### config.mk
export PLATFORM = sky130hd
export DESIGN_NAME = twotoone_stream_arbiter_flat
export DESIGN_NICKNAME = d
export VERILOG_FILES = /design/src/rtl/twotoone_stream_arbiter_if.sv /design/src/rtl/twotoone_stream_arbiter.sv /design/src/flat_wrapper.sv
export SDC_FILE = /design/constraint.sdc
export NUM_CORES = 1
export LEC_CHECK = 0
export ABC_AREA = 1
export ABC_CLOCK_PERIOD_IN_PS = 1600
export CORE_MARGIN = 8
export CORE_UTILIZATION = 40
export DETAILED_ROUTE_END_ITERATION = 10
export GPL_ROUTABILITY_DRIVEN = 0
export PLACE_DENSITY = 0.74
export SYNTH_ARGS = -nofsm -noshare
export SYNTH_HDL_FRONTEND = slang
export SYNTH_SLANG_ARGS = --single-unit
### constraint.sdc
create_clock -name clk -period 1.6 [get_ports clk]
set_input_delay 0.32 -clock clk [delete_from_list [all_inputs] [get_ports clk]]
set_output_delay 0.32 -clock clk [all_outputs]
set_load 0.01 [all_outputs]
### src/rtl/twotoone_stream_arbiter_if.sv
// Signal bundle for the two-source stream arbiter: sources A and B, merged output Z, and select S.
// The arbiter connects through the slave modport; the environment drives the bundle through master.
interface twotoone_stream_arbiter_if #(
    parameter int WIDTH = 8
);
    logic [WIDTH-1:0] A_DATA;
    logic             A_LAST;
    logic             A_VALID;
    logic             A_READY;

    logic [WIDTH-1:0] B_DATA;
    logic             B_LAST;
    logic             B_VALID;
    logic             B_READY;

    logic [WIDTH-1:0] Z_DATA;
    logic             Z_LAST;
    logic             Z_VALID;
    logic             Z_READY;

    logic             S;

    modport slave (
        input  A_DATA, A_LAST, A_VALID,
        output A_READY,
        input  B_DATA, B_LAST, B_VALID,
        output B_READY,
        output Z_DATA, Z_LAST, Z_VALID,
        input  Z_READY,
        output S
    );

    modport master (
        output A_DATA, A_LAST, A_VALID,
        input  A_READY,
        output B_DATA, B_LAST, B_VALID,
        input  B_READY,
        input  Z_DATA, Z_LAST, Z_VALID,
        output Z_READY,
        input  S
    );
endinterface

### src/rtl/twotoone_stream_arbiter.sv
// Round-robin 2:1 packet arbiter: holds the grant for a whole packet and registers one output beat,
// reporting on S which source the held beat came from.
module twotoone_stream_arbiter #(
    parameter int WIDTH = 8
) (
    input  logic                   clk,
    input  logic                   rst_n,
    twotoone_stream_arbiter_if.slave bus
);
    typedef enum logic [1:0] {
        IDLE,
        LOCK_A,
        LOCK_B
    } state_t;

    state_t           state_q, state_d;
    logic             pri_q, pri_d;
    logic [WIDTH-1:0] z_data_q, z_data_d;
    logic             z_last_q, z_last_d;
    logic             z_valid_q, z_valid_d;
    logic             s_q, s_d;

    logic slot_free;
    logic grant_a, grant_b;
    logic a_ready, b_ready;
    logic a_fire, b_fire;

    always_ff @(posedge clk or negedge rst_n) begin
        if (!rst_n) begin
            state_q   <= IDLE;
            pri_q     <= 1'b0;
            z_data_q  <= '0;
            z_last_q  <= 1'b0;
            z_valid_q <= 1'b0;
            s_q       <= 1'b0;
        end else begin
            state_q   <= state_d;
            pri_q     <= pri_d;
            z_data_q  <= z_data_d;
            z_last_q  <= z_last_d;
            z_valid_q <= z_valid_d;
            s_q       <= s_d;
        end
    end

    // pri_q = 1 means B wins the next tie; a lock overrides the tie logic entirely
    always_comb begin
        slot_free = !z_valid_q || bus.Z_READY;
        grant_a   = bus.A_VALID && (!bus.B_VALID || !pri_q);
        grant_b   = bus.B_VALID && (!bus.A_VALID ||  pri_q);
        a_ready   = slot_free && (((state_q == IDLE) && grant_a) || (state_q == LOCK_A));
        b_ready   = slot_free && (((state_q == IDLE) && grant_b) || (state_q == LOCK_B));
        a_fire    = a_ready && bus.A_VALID;
        b_fire    = b_ready && bus.B_VALID;

        state_d   = state_q;
        pri_d     = pri_q;
        z_data_d  = z_data_q;
        z_last_d  = z_last_q;
        z_valid_d = z_valid_q;
        s_d       = s_q;

        if (a_fire) begin
            z_data_d  = bus.A_DATA;
            z_last_d  = bus.A_LAST;
            z_valid_d = 1'b1;
            s_d       = 1'b0;
            if (bus.A_LAST) begin
                state_d = IDLE;
                pri_d   = 1'b1;
            end else begin
                state_d = LOCK_A;
            end
        end else if (b_fire) begin
            z_data_d  = bus.B_DATA;
            z_last_d  = bus.B_LAST;
            z_valid_d = 1'b1;
            s_d       = 1'b1;
            if (bus.B_LAST) begin
                state_d = IDLE;
                pri_d   = 1'b0;
            end else begin
                state_d = LOCK_B;
            end
        end else if (bus.Z_READY) begin
            z_valid_d = 1'b0;
        end
    end

    assign bus.A_READY = a_ready;
    assign bus.B_READY = b_ready;
    assign bus.Z_DATA  = z_data_q;
    assign bus.Z_LAST  = z_last_q;
    assign bus.Z_VALID = z_valid_q;
    assign bus.S       = s_q;
endmodule

### src/flat_wrapper.sv
// flat-port wrapper written by rule: the top's interface ports become plain ports
module twotoone_stream_arbiter_flat 
#(
    parameter int WIDTH = 8
)
  (clk, rst_n, bus_A_DATA, bus_A_LAST, bus_A_VALID, bus_A_READY, bus_B_DATA, bus_B_LAST, bus_B_VALID, bus_B_READY, bus_Z_DATA, bus_Z_LAST, bus_Z_VALID, bus_Z_READY, bus_S);
  twotoone_stream_arbiter_if #(.WIDTH(WIDTH)) bus_i ();
  input  logic clk;
  input  logic rst_n;
  input wire logic [$bits(bus_i.A_DATA)-1:0] bus_A_DATA;
  input wire logic [$bits(bus_i.A_LAST)-1:0] bus_A_LAST;
  input wire logic [$bits(bus_i.A_VALID)-1:0] bus_A_VALID;
  output wire logic [$bits(bus_i.A_READY)-1:0] bus_A_READY;
  input wire logic [$bits(bus_i.B_DATA)-1:0] bus_B_DATA;
  input wire logic [$bits(bus_i.B_LAST)-1:0] bus_B_LAST;
  input wire logic [$bits(bus_i.B_VALID)-1:0] bus_B_VALID;
  output wire logic [$bits(bus_i.B_READY)-1:0] bus_B_READY;
  output wire logic [$bits(bus_i.Z_DATA)-1:0] bus_Z_DATA;
  output wire logic [$bits(bus_i.Z_LAST)-1:0] bus_Z_LAST;
  output wire logic [$bits(bus_i.Z_VALID)-1:0] bus_Z_VALID;
  input wire logic [$bits(bus_i.Z_READY)-1:0] bus_Z_READY;
  output wire logic [$bits(bus_i.S)-1:0] bus_S;
  assign bus_i.A_DATA = bus_A_DATA;
  assign bus_i.A_LAST = bus_A_LAST;
  assign bus_i.A_VALID = bus_A_VALID;
  assign bus_A_READY = bus_i.A_READY;
  assign bus_i.B_DATA = bus_B_DATA;
  assign bus_i.B_LAST = bus_B_LAST;
  assign bus_i.B_VALID = bus_B_VALID;
  assign bus_B_READY = bus_i.B_READY;
  assign bus_Z_DATA = bus_i.Z_DATA;
  assign bus_Z_LAST = bus_i.Z_LAST;
  assign bus_Z_VALID = bus_i.Z_VALID;
  assign bus_i.Z_READY = bus_Z_READY;
  assign bus_S = bus_i.S;
  twotoone_stream_arbiter #(.WIDTH(WIDTH)) u_core (.clk(clk), .rst_n(rst_n), .bus(bus_i));
endmodule
==> impl_summary.log <==
[metrics] status: finished clean
[metrics] count of flip-flops with a built-in enable after synthesis: 0
[metrics] setup repair after global routing missed its margin: no
[metrics] post-synth top area cell: sky130_fd_sc_hd__dfrtp_1
[metrics] crit path launch: u_core.bus.Z_VALID
[metrics] global-route wire length before repair: 3.346 mm
[metrics] depth of the CTS H-tree: 1
[metrics] total global routing overflow: 0
[metrics] fraction of registers with async set or reset after synthesis: 100.0%
[metrics] worst endpoint required time: 1280 ps
[metrics] Critical R2R Launch: u_core.bus.Z_VALID
[metrics] portion of the post-synthesis area used by sequential elements: a little over two fifths
[metrics] Storage cell area: 350.3 sq um
[metrics] total iterations of the first detailed-routing run: 5
[metrics] largest cells by area after synthesis: sky130_fd_sc_hd__dfrtp_1 (44%), sky130_fd_sc_hd__nand2_1 (14%), sky130_fd_sc_hd__inv_1 (6.6%)
[metrics] final max-slew violation count: 0
[metrics] primary flip-flop cell chosen by synthesis mapping: sky130_fd_sc_hd__dfrtp_1
[metrics] final HPWL from detailed placement: 1.743 mm
[metrics] Clock Tree Buf Depth: 2
[metrics] reported max-cap violation count: 0
[metrics] endpoint class of the critical path: primary output
[metrics] vias per inst: 4.503
[metrics] unique cell type count in the Yosys netlist: 20
[metrics] placement-stage cell area: 1267 sq um
[metrics] core footprint: ~1900 sq um
[metrics] antenna diode count: 0
[metrics] part of the cycle the worst path needs: 95.52%
[metrics] Cell Chain, Critical Path: buf_6 > a21oi_4 > nand2_2 > inv_2 > buf_6
[metrics] Die Wd: just over 60 um
[metrics] CTS sink count: 14
[metrics] clock tree from TritonCTS: done
[metrics] pin count of the biggest net entering global routing: 15
[metrics] Register-to-Register Setup Slack: approximately 80 ps
[metrics] cell area after technology mapping: 802.0 sq um
[metrics] global routing usage summed across all routing layers: around an eighth
[metrics] Crit path max-delay family: flip-flops
[metrics] num ports: 36
[metrics] DRC violations left: 0
[metrics] areal power density over the cells: ~1700 nW/um^2
[metrics] dpl cells: 171
[metrics] number of buffer and inverter instances along the worst setup path: 3
[metrics] Post-Route Hold Slack: 343.5 ps
[metrics] min cycle time layout: 1528 ps
[metrics] critical path peak fanout: 2
[metrics] Max VDD drop: 1029 uV
[metrics] fraction of synthesized cell area taken by the top area cell type: 43.68%
[metrics] area growth from synthesis to final layout: 67.86%
[metrics] fin cells: 177
[metrics] clock skew: 1.154 ps
[metrics] number of global-route vias before repair: between 700 and 800
[metrics] Slowest-stage cell, CP: sky130_fd_sc_hd__dfrtp_1
[metrics] number of nets in the final layout: 174
[metrics] total negative slack for setup checks: 0 ps
[metrics] net count after synthesis: between 100 and 150
[metrics] critical path data arrival time: 1210 ps
[metrics] Gate Count Post-Synth: 96
[metrics] Max-Slew Margin vs Limit: a little under nine tenths
[metrics] Crit path depth: 5
[metrics] static leakage: 0.6879 nW
[metrics] worst hold path type: in -> async
[metrics] clock network latency to the later pin of the worst-skew pair: 280 ps
[metrics] synthesized area divided by synthesized cell count: 8.354 sq um
[metrics] Final Hold Violating Endpoints: 0
[metrics] vertical die dimension: slightly above 60 um
[metrics] Post-CTS Hold Buffers: 0
[metrics] total die area: 3694 sq um
[metrics] # port buffers: 35
[metrics] cell mode on critical path: sky130_fd_sc_hd__buf_6
[metrics] antenna violations before repair: 0
[metrics] Highest Clock Rate: 654.3 MHz
[metrics] Setup Viol. Count Final: 0
[metrics] Finished Cell Area: about 1300 sq um
[metrics] area used by multi-input combinational logic: ~380 sq um
[metrics] register clock-pin slew on the reported worst setup and hold paths: 90 ps
[metrics] number of antenna-violating nets in the routed design: 0
[metrics] initial core utilization: 41.73%
[metrics] number of violations reported at the end of detailed-routing iteration 0: 10
[metrics] row count: 16
[metrics] number of fill cells in the layout: 172
[metrics] count leader, synth: sky130_fd_sc_hd__nand2_1
[metrics] WL/cell: roughly 12 um
[metrics] Synthesis Warnings: 0
[metrics] Post-synth top cells: sky130_fd_sc_hd__nand2_1 (30), sky130_fd_sc_hd__dfrtp_1 (14), sky130_fd_sc_hd__inv_1 (14)
[metrics] capturing element of the worst setup path: bus_B_READY
[metrics] number of cells traversed by the worst register-to-register path: 9
[metrics] launching element type of the critical path: flop
[metrics] type of the worst setup path: reg -> out
[metrics] biggest cell delay along the critical path: 410 ps
[metrics] number of register bits inferred by synthesis: 14
[metrics] total via count in the routed design: 797
[metrics] proportion of layout cells with a drive suffix above 1: 32.00%
[metrics] Inserted Clock Buffers: 3
[metrics] capture point of the worst reg-to-reg path: u_core.bus.Z_DATA[2]
[metrics] cell chosen for the clock root: sky130_fd_sc_hd__clkbuf_4
[metrics] Post-Route Utilization: 70.05%
[metrics] measured slew at the worst slew-check pin: 217.5 ps
[metrics] aggregate routed wire length: roughly 2.1 mm
## repair_timing
| action | in CTS | in global routing |
|---|---|---|
| setup buffers | 2 | 0 |
| setup endpoints to repair | 3 | 11 |
| pin swaps | 1 | 2 |
| gates resized for setup | 12 | 9 |
## routing by layer
layer  share of wire, %  global-route usage [%]
met5                  0                       0
met4                1.7                   7.973
met1                 41                   12.90
met3                4.3                   2.119
met2                 53                   21.27
## power by group
group | total, mW | switching (mW) | internal [mW] | leakage [nW]
clock network | 0.263 | 0.124 | 0.138 | 0.0210
logic | 1.38 | 0.647 | 0.735 | 0.495
registers | 0.633 | 0.105 | 0.528 | 0.172
## through the flow
step / setup slack (ps) / total power [mW]
2_1_floorplan: 310.1 / 1.307
3_3_place_gp: -400.3 / 1.915
3_5_place_dp: -429.5 / 1.947
4_1_cts: 15.76 / 2.223
5_1_grt: 11.68 / 2.434
6_report: 71.67 / 2.278
## logic make-up (layout without fill, tap and decap cells)
group                  count (synthesis)  after routing  synth area share [%]
AND/OR/NAND/NOR                       52             52                 32.61
buffers and inverters                 18             72                 11.39
flip-flops                            14             14                 43.68
AO/OA/AOI/OAI                         12             12                 12.32
## area by class of cell
class	count	area share, %
Timing Repair Buffer	52	35.97
Multi-Input combinational cell	64	28.35
Sequential cell	14	26.02
Inverter	16	4.461
Clock buffer	4	2.695
Tap cell	27	2.509
## cell usage in the layout (no fill, tap or decap), drive strengths merged
master / count
inv: 16
nand4: 2
dlymetal6s2s: 2
buf: 19
o21ai: 8
nand2: 38
o22ai: 1
a21oi: 3
dlygate4sd2: 2
nand3: 5
clkdlybuf4s50: 29
dfrtp: 14
clkbuf: 4
nor2: 7
## worst min-delay path by stage
stage                           endpoint  slack (ps)  cells after the start
finish              u_core.bus.Z_DATA[3]         340                      2
global route        u_core.bus.Z_DATA[7]         350                      2
CTS                 u_core.bus.Z_DATA[7]         340                      2
detailed placement          u_core.pri_q         470                      2
global placement            u_core.bus.S         460                      2
floorplan                   u_core.bus.S          20                      0
## registers in the layout (all words and copies together), names as in the netlist
name	count
u_core.bus.Z_LAST	1
u_core.bus.Z_VALID	1
u_core.bus.Z_DATA	8
u_core.state_q	2
u_core.bus.S	1
u_core.pri_q	1
Note: power is estimated with default switching activity, not from simulation.
